[src/rtl/nand_rst_sequencer_pkg.sv]
// ============================================================================
// nand_rst_pkg : shared FSM state encoding and elaboration helpers
// Rev 1.0 - initial release
// ============================================================================
`default_nettype none

package nand_rst_pkg;

  localparam int SEQ_STATE_W = 2;

  typedef enum logic [SEQ_STATE_W-1:0] {
    WAIT_RDY = 2'd0,
    HOLD     = 2'd1,
    RELEASE  = 2'd2,
    RUN      = 2'd3
  } seq_state_t;

  // Ceiling log2 for sizing counters and indices at elaboration time.
  function automatic int clog2(input int value);
    int r;
    int v;
    r = 0;
    v = value - 1;
    while (v > 0) begin
      r = r + 1;
      v = v >> 1;
    end
    return r;
  endfunction

endpackage

`default_nettype wire

[src/rtl/nand_rst_sequencer_if.sv]
// ============================================================================
// nand_rst_sequencer_if : readiness/soft-reset inputs and channel reset outputs
// Rev 1.0 - initial release
// ============================================================================
`default_nettype none

interface nand_rst_sequencer_if #(
  parameter int NUM_RDY  = 2,
  parameter int NUM_CHAN = 4
);

  logic [NUM_RDY-1:0]  rdy_in;
  logic [NUM_CHAN-1:0] soft_rst_req;
  logic [NUM_CHAN-1:0] chan_rstn;
  logic                all_rdy;
  logic                timeout_err;
  logic [1:0]          seq_state;

  modport master (
    output rdy_in,
    output soft_rst_req,
    input  chan_rstn,
    input  all_rdy,
    input  timeout_err,
    input  seq_state
  );

  modport slave (
    input  rdy_in,
    input  soft_rst_req,
    output chan_rstn,
    output all_rdy,
    output timeout_err,
    output seq_state
  );

endinterface

`default_nettype wire

[src/rtl/nand_rst_stretch.sv]
// ============================================================================
// nand_rst_stretch : one channel reset, released by the sequencer and
//                    pulsed low for HOLD_CYCLES on a soft-reset request
// Rev 1.0 - initial release
// ============================================================================
`default_nettype none

module nand_rst_stretch #(
  parameter int HOLD_CYCLES = 25,
  parameter int CNT_W       = 21
) (
  input  wire logic clk0,
  input  wire logic rstn0,
  input  wire logic i_release,
  input  wire logic i_soft_req,
  input  wire logic i_abort,
  output logic      o_rstn
);

  logic             r_rstn;
  logic [CNT_W-1:0] r_cnt;

  // A non-zero counter means a soft reset is in progress; requests arriving
  // then, or before the channel was released, are dropped.
  always_ff @(posedge clk0) begin
    if (!rstn0) begin
      r_rstn <= 1'b0;
      r_cnt  <= '0;
    end else if (i_abort) begin
      r_rstn <= 1'b0;
      r_cnt  <= '0;
    end else if (i_release) begin
      r_rstn <= 1'b1;
    end else if (r_cnt != '0) begin
      r_cnt <= r_cnt - CNT_W'(1);
      if (r_cnt == CNT_W'(1)) begin
        r_rstn <= 1'b1;
      end
    end else if (i_soft_req && r_rstn) begin
      r_rstn <= 1'b0;
      r_cnt  <= CNT_W'(HOLD_CYCLES);
    end
  end

  assign o_rstn = r_rstn;

endmodule

`default_nettype wire

[src/rtl/nand_rst_sequencer.sv]
// ============================================================================
// nand_rst_sequencer : qualifies readiness inputs and releases per-channel
//                      NAND bus resets one by one with a startup watchdog
// Rev 1.0 - initial release
// ============================================================================
`default_nettype none

module nand_rst_sequencer
  import nand_rst_pkg::*;
#(
  parameter int NUM_RDY        = 2,
  parameter int NUM_CHAN       = 4,
  parameter int HOLD_CYCLES    = 25,
  parameter int STAGGER_CYCLES = 16,
  parameter int TIMEOUT_CYCLES = 1048576,
  parameter int CNT_W          = 21
) (
  input wire logic               clk0,
  input wire logic               rstn0,
  nand_rst_sequencer_if.slave    bus
);

  localparam int               IDX_W        = (NUM_CHAN > 1) ? clog2(NUM_CHAN) : 1;
  localparam logic [CNT_W-1:0] C_HOLD_LAST  = CNT_W'(HOLD_CYCLES - 1);
  localparam logic [CNT_W-1:0] C_STAG_LAST  = CNT_W'(STAGGER_CYCLES - 1);
  localparam logic [CNT_W-1:0] C_TIMEOUT    = CNT_W'(TIMEOUT_CYCLES);
  localparam logic [IDX_W-1:0] C_LAST_IDX   = IDX_W'(NUM_CHAN - 1);

  logic [NUM_RDY-1:0]  r_sync1;
  logic [NUM_RDY-1:0]  r_sync2;
  logic                w_rdy_s;

  seq_state_t          r_state;
  seq_state_t          w_state_nxt;
  logic [CNT_W-1:0]    r_hold_cnt;
  logic [CNT_W-1:0]    w_hold_nxt;
  logic [CNT_W-1:0]    r_stag_cnt;
  logic [CNT_W-1:0]    w_stag_nxt;
  logic [IDX_W-1:0]    r_idx;
  logic [IDX_W-1:0]    w_idx_nxt;
  logic [CNT_W-1:0]    r_wd;
  logic [CNT_W-1:0]    w_wd_nxt;
  logic                r_terr;
  logic                w_terr_nxt;

  logic [NUM_CHAN-1:0] w_rel;
  logic                w_abort;
  logic [NUM_CHAN-1:0] w_chan_rstn;

  always_ff @(posedge clk0) begin
    if (!rstn0) begin
      r_sync1 <= '0;
      r_sync2 <= '0;
    end else begin
      r_sync1 <= bus.rdy_in;
      r_sync2 <= r_sync1;
    end
  end

  assign w_rdy_s = &r_sync2;

  always_ff @(posedge clk0) begin
    if (!rstn0) begin
      r_state    <= WAIT_RDY;
      r_hold_cnt <= '0;
      r_stag_cnt <= '0;
      r_idx      <= '0;
      r_wd       <= '0;
      r_terr     <= 1'b0;
    end else begin
      r_state    <= w_state_nxt;
      r_hold_cnt <= w_hold_nxt;
      r_stag_cnt <= w_stag_nxt;
      r_idx      <= w_idx_nxt;
      r_wd       <= w_wd_nxt;
      r_terr     <= w_terr_nxt;
    end
  end

  always_comb begin
    w_state_nxt = r_state;
    w_hold_nxt  = r_hold_cnt;
    w_stag_nxt  = r_stag_cnt;
    w_idx_nxt   = r_idx;
    w_wd_nxt    = '0;
    w_terr_nxt  = r_terr;
    w_rel       = '0;

    case (r_state)
      WAIT_RDY: begin
        w_hold_nxt = '0;
        w_stag_nxt = '0;
        w_idx_nxt  = '0;
        if (w_rdy_s) begin
          w_state_nxt = HOLD;
        end else begin
          // Watchdog saturates at the limit so the flag stays put until rstn0.
          w_wd_nxt = (r_wd == C_TIMEOUT) ? r_wd : r_wd + CNT_W'(1);
          if (w_wd_nxt == C_TIMEOUT) begin
            w_terr_nxt = 1'b1;
          end
        end
      end

      HOLD: begin
        if (!w_rdy_s) begin
          w_state_nxt = WAIT_RDY;
        end else if (r_hold_cnt == C_HOLD_LAST) begin
          w_rel[0] = 1'b1;
          if (NUM_CHAN == 1) begin
            w_state_nxt = RUN;
          end else begin
            w_state_nxt = RELEASE;
            w_stag_nxt  = '0;
            w_idx_nxt   = IDX_W'(1);
          end
        end else begin
          w_hold_nxt = r_hold_cnt + CNT_W'(1);
        end
      end

      RELEASE: begin
        if (!w_rdy_s) begin
          w_state_nxt = WAIT_RDY;
        end else if (r_stag_cnt == C_STAG_LAST) begin
          w_rel      = NUM_CHAN'(1) << r_idx;
          w_stag_nxt = '0;
          w_idx_nxt  = r_idx + IDX_W'(1);
          if (r_idx == C_LAST_IDX) begin
            w_state_nxt = RUN;
          end
        end else begin
          w_stag_nxt = r_stag_cnt + CNT_W'(1);
        end
      end

      RUN: begin
        if (!w_rdy_s) begin
          w_state_nxt = WAIT_RDY;
        end
      end

      default: begin
        w_state_nxt = WAIT_RDY;
      end
    endcase
  end

  // Holding every channel in abort while idle keeps stale soft-reset counts
  // from surviving a trip back through WAIT_RDY.
  assign w_abort = (r_state == WAIT_RDY) || !w_rdy_s;

  for (genvar gi = 0; gi < NUM_CHAN; gi++) begin : g_chan
    nand_rst_stretch #(
      .HOLD_CYCLES (HOLD_CYCLES),
      .CNT_W       (CNT_W)
    ) u_stretch (
      .clk0       (clk0),
      .rstn0      (rstn0),
      .i_release  (w_rel[gi]),
      .i_soft_req (bus.soft_rst_req[gi]),
      .i_abort    (w_abort),
      .o_rstn     (w_chan_rstn[gi])
    );
  end

  assign bus.chan_rstn   = w_chan_rstn;
  assign bus.all_rdy     = (r_state == RUN) && (&w_chan_rstn);
  assign bus.timeout_err = r_terr;
  assign bus.seq_state   = r_state;

endmodule

`default_nettype wire
[src/flat_wrapper.sv]
// flat-port wrapper written by rule: the top's interface ports become plain ports
module nand_rst_sequencer_flat import nand_rst_pkg::*;
#(
  parameter int NUM_RDY        = 2,
  parameter int NUM_CHAN       = 4,
  parameter int HOLD_CYCLES    = 25,
  parameter int STAGGER_CYCLES = 16,
  parameter int TIMEOUT_CYCLES = 1048576,
  parameter int CNT_W          = 21
)
  (clk0, rstn0, bus_rdy_in, bus_soft_rst_req, bus_chan_rstn, bus_all_rdy, bus_timeout_err, bus_seq_state);
  nand_rst_sequencer_if #(.NUM_RDY(NUM_RDY), .NUM_CHAN(NUM_CHAN)) bus_i ();
  input wire logic clk0;
  input wire logic rstn0;
  input wire logic [$bits(bus_i.rdy_in)-1:0] bus_rdy_in;
  input wire logic [$bits(bus_i.soft_rst_req)-1:0] bus_soft_rst_req;
  output wire logic [$bits(bus_i.chan_rstn)-1:0] bus_chan_rstn;
  output wire logic [$bits(bus_i.all_rdy)-1:0] bus_all_rdy;
  output wire logic [$bits(bus_i.timeout_err)-1:0] bus_timeout_err;
  output wire logic [$bits(bus_i.seq_state)-1:0] bus_seq_state;
  assign bus_i.rdy_in = bus_rdy_in;
  assign bus_i.soft_rst_req = bus_soft_rst_req;
  assign bus_chan_rstn = bus_i.chan_rstn;
  assign bus_all_rdy = bus_i.all_rdy;
  assign bus_timeout_err = bus_i.timeout_err;
  assign bus_seq_state = bus_i.seq_state;
  nand_rst_sequencer #(.NUM_RDY(NUM_RDY), .NUM_CHAN(NUM_CHAN), .HOLD_CYCLES(HOLD_CYCLES), .STAGGER_CYCLES(STAGGER_CYCLES), .TIMEOUT_CYCLES(TIMEOUT_CYCLES), .CNT_W(CNT_W)) u_core (.clk0(clk0), .rstn0(rstn0), .bus(bus_i));
endmodule
[config.mk]
export PLATFORM = sky130hd
export DESIGN_NAME = nand_rst_sequencer_flat
export DESIGN_NICKNAME = d
export VERILOG_FILES = /design/src/rtl/nand_rst_sequencer_pkg.sv /design/src/rtl/nand_rst_sequencer_if.sv /design/src/rtl/nand_rst_stretch.sv /design/src/rtl/nand_rst_sequencer.sv /design/src/flat_wrapper.sv
export SDC_FILE = /design/constraint.sdc
export NUM_CORES = 1
export LEC_CHECK = 0
export CORE_MARGIN = 8
export CORE_UTILIZATION = 65
export CTS_BUF_LIST = sky130_fd_sc_hd__clkbuf_4 sky130_fd_sc_hd__clkbuf_8
export DETAILED_ROUTE_END_ITERATION = 10
export GPL_TIMING_DRIVEN = 0
export PLACE_DENSITY = 0.89
export SLEW_MARGIN = 25
export SYNTH_ARGS = -nofsm -noshare
export SYNTH_HDL_FRONTEND = slang
export SYNTH_SLANG_ARGS = --single-unit
[constraint.sdc]
create_clock -name clk0 -period 4 [get_ports clk0]
set_clock_uncertainty 0.2 [all_clocks]
set_input_delay 0.6 -clock clk0 [delete_from_list [all_inputs] [get_ports clk0]]
set_output_delay 0.6 -clock clk0 [all_outputs]
set_load 0.01 [all_outputs]
==> summary.txt <==
Global route
  • First-pass GRT wire length: 32,600 um
  • GRT Total Usage: 23.7%
  • Met2 Usage GRT: 38.5%
  • Largest net degree at the start of global routing: 17
  • Met1 Usage GRT: 29.2%
  • Grt met3 use: 5.01%
  • Gr ovfl total: 0
  • Top Usage Layer GRT: met2
  • Initial antenna violation count: 0
  • Vias in the first global route: 7,215

Layout
  • NumNets Final: 1,082
  • Fillers: 971
  • Area delta synth->final: 10.2%
  • Area taken by multi-input logic gates: 0.00484 mm^2
  • Storage element area: 0.00320 mm^2
  • Share of cells above drive strength 1: 5.72%
  • Antenna cell count: 0
  • Fin util: 73.0%

Drt
  • Routed wire length: 19,200 um
  • Vias per Instance: 6.29
  • DRT Pass-1 Iters: 6
  • Vias: 7,785
  • DRT iter0 DRCs: 739
  • DR WL/cell: 15.5 um
  • Post-route ant nets: 0
  • DRC: 0

Worst setup path
  • Crit path arrival time: 3550 ps
  • Req. time, crit path: 4200 ps
  • Crit. End Element: flip-flop
  • Crit-path max FO: 10
  • Setup CP Type: flip-flop to flip-flop
  • Critical Path Source Type: flip-flop

STA
  • Fin crit period: 3350 ps
  • # setup viols final: 0
  • Sum of negative setup slack: 0 ps
  • Tightest Pin Transition: 870 ps
  • Slew margin rel.: 41.6%
  • WHS: 237 ps
  • Slew Viols, Final: 0
  • Final hold violation count: 0
  • RSZ-0062 raised after global routing: no
  • Max Clock Freq: 299 MHz
  • Crit share post-route: 83.7%

Status
  • Status: finished clean

Clock tree
  • Max Root-Sink Buffers: 2
  • CTS resizes: 0
  • CTS clock-pin slew for the worst setup and hold paths: 80 ps
  • H-tree levels: 4
  • Total CTS buffers: 17
  • Root Driver: clkbuf_8
  • Clock latency on the worst-skew pair: 470 ps
  • Clock sink count: 160
  • Post-CTS Hold Fix Bufs: 0
  • Postcts setup bufs: 0
  • TritonCTS clock tree: done

Power and ir drop
  • Peak supply drop: 0.326 mV
  • PD cells: 343 mW/mm^2
  • Leak Pwr: 3.20 nW
  • Final Total Pwr: 3.15 mW

Job
  • MaxCap Viol Count: 0

Floorplanning
  • Num ports: 16
  • Row cnt: 41
  • Starting Density: 66.3%
  • Die area: 0.0167 mm^2
  • Die Y: 129 um
  • Die X: 129 um
  • Core footprint: 0.0126 mm^2

Placed design
  • Count of input and output buffers: 14
  • RD Place Congestion: 0.876
  • DP HPWL: 13,000 um

Yosys
  • Seq cells post-synth: 160
  • Asr flop ratio synth: 0%
  • Count leader, synth: dfxtp_1
  • Area leader, netlist: dfxtp_1
  • Most common flop cell mapped by yosys: dfxtp_1
  • Post-Syn Nets: 1,049
  • Netlist cell types: 68
  • EDFF count, synth: 0
  • Synth top area cells: dfxtp_1, nor2_1, xnor2_1, xor2_1, nand2_1
  • Most frequent cells after synthesis: dfxtp_1, nor2_1, nand2_1, nand3_1, a21oi_1
  • Mapped cell area: 0.00833 mm^2
  • Mapped Cells: 1,020
  • Register area share after synthesis: 38.4%
  • Share of the synthesized area in the top cell type: 38.4%
  • Yosys warnings: 0
  • Post-synthesis average cell area: 8.17 um^2

Min path
  • Worst Hold Class: flip-flop to flip-flop
-- flip-flops by register name, summed over array words and instances, names as in the netlist --
register                        count
u_core.r_idx                        2
u_core.r_sync2                      2
u_core.r_sync1                      2
u_core.g_chan.u_stretch.o_rstn      4
u_core.bus.timeout_err              1
u_core.r_stag_cnt                  21
u_core.r_hold_cnt                  21
u_core.bus.seq_state                2
u_core.r_wd                        21
u_core.g_chan.u_stretch.r_cnt      84
-- final cells by class --
type | instances | share of cell area, %
multi-input cells | 785 | 52.7
flip-flops and latches | 160 | 34.9
clock buffers | 23 | 3.31
well taps | 172 | 2.34
plain buffers | 45 | 2.02
clock inverters | 9 | 1.94
repair buffers | 14 | 1.53
inverters | 30 | 1.23
-- worst max-delay path, stage by stage, from the launching register on --
cell	delay, ps
dfxtp_1	340
ha_1	210
and3_1	170
clkbuf_1	200
and4_1	240
clkbuf_1	250
and4_1	320
nor3_2	560
or4b_2	640
a21oi_1	150
-- cells by family after synthesis --
group / synth area share, %
compound gates: 13.3
flops: 38.4
simple gates: 31.8
mux: 0.796
buf+inv: 3.57
xor+xnor: 8.94
fa+ha+maj: 3.15
-- routing by layer --
metal | wire length, um | vias to the layer above | part of all wire, %
li1 | - | 3776 | -
met1 | 8370 | 3665 | 44
met5 | 0 | - | 0
met3 | 1180 | 66 | 6.2
met2 | 9010 | 278 | 47
met4 | 614 | 0 | 3.2
-- metrics by stage --
step	instances	setup slack [ps]	instance area, um^2
after floorplan	1020	1190	8330
after global placement	1206	721	8690
after detailed placement	1206	707	8690
after CTS	1238	676	9170
after global routing	1238	402	9180
final	1238	652	9180
-- placed cells by master (no fill, tap or decap), types with 4 or more instances in the layout --
cell type / count
clkdlybuf4s50_1: 14
mux2i_1: 4
a21oi_1: 48
nor4b_1: 6
inv_1: 30
a311oi_1: 5
or2_2: 5
and2_1: 13
clkbuf_1: 39
bufinv_16: 5
nor3_1: 35
a31o_2: 4
nand2_1: 86
nand2b_1: 6
nor4_2: 5
nand3_1: 50
clkbuf_8: 21
and4_1: 7
nor2b_1: 5
o41ai_1: 7
o31ai_1: 7
or3_1: 33
a31oi_1: 12
o211ai_1: 4
or4_1: 22
o21ai_0: 26
nand4_1: 34
dfxtp_1: 160
ha_1: 21
and3_1: 18
xnor2_1: 43
xor2_1: 42
nor2_1: 135
buf_4: 4
nor4_1: 29
a211oi_1: 16
-- where the power goes --
group | internal, mW | switching (mW) | leakage [nW]
Sequential | 1.60 | 0.0121 | 1.29
Combinational | 0.0402 | 0.0905 | 1.67
Clock | 0.822 | 0.582 | 0.235
Total | 2.46 | 0.685 | 3.20
-- final timing paths --
check	start	end	slack, ps	cells past startpoint
max	u_core.r_stag_cnt[0]	u_core.g_chan[0].u_stretch.r_cnt[16]	650	9
max reg2reg	u_core.r_stag_cnt[0]	u_core.g_chan[0].u_stretch.r_cnt[16]	650	9
min	u_core.r_sync1[1]	u_core.r_sync2[1]	240	1
min reg2reg	u_core.r_sync1[1]	u_core.r_sync2[1]	240	1
Note: power is estimated with default switching activity, not from simulation.
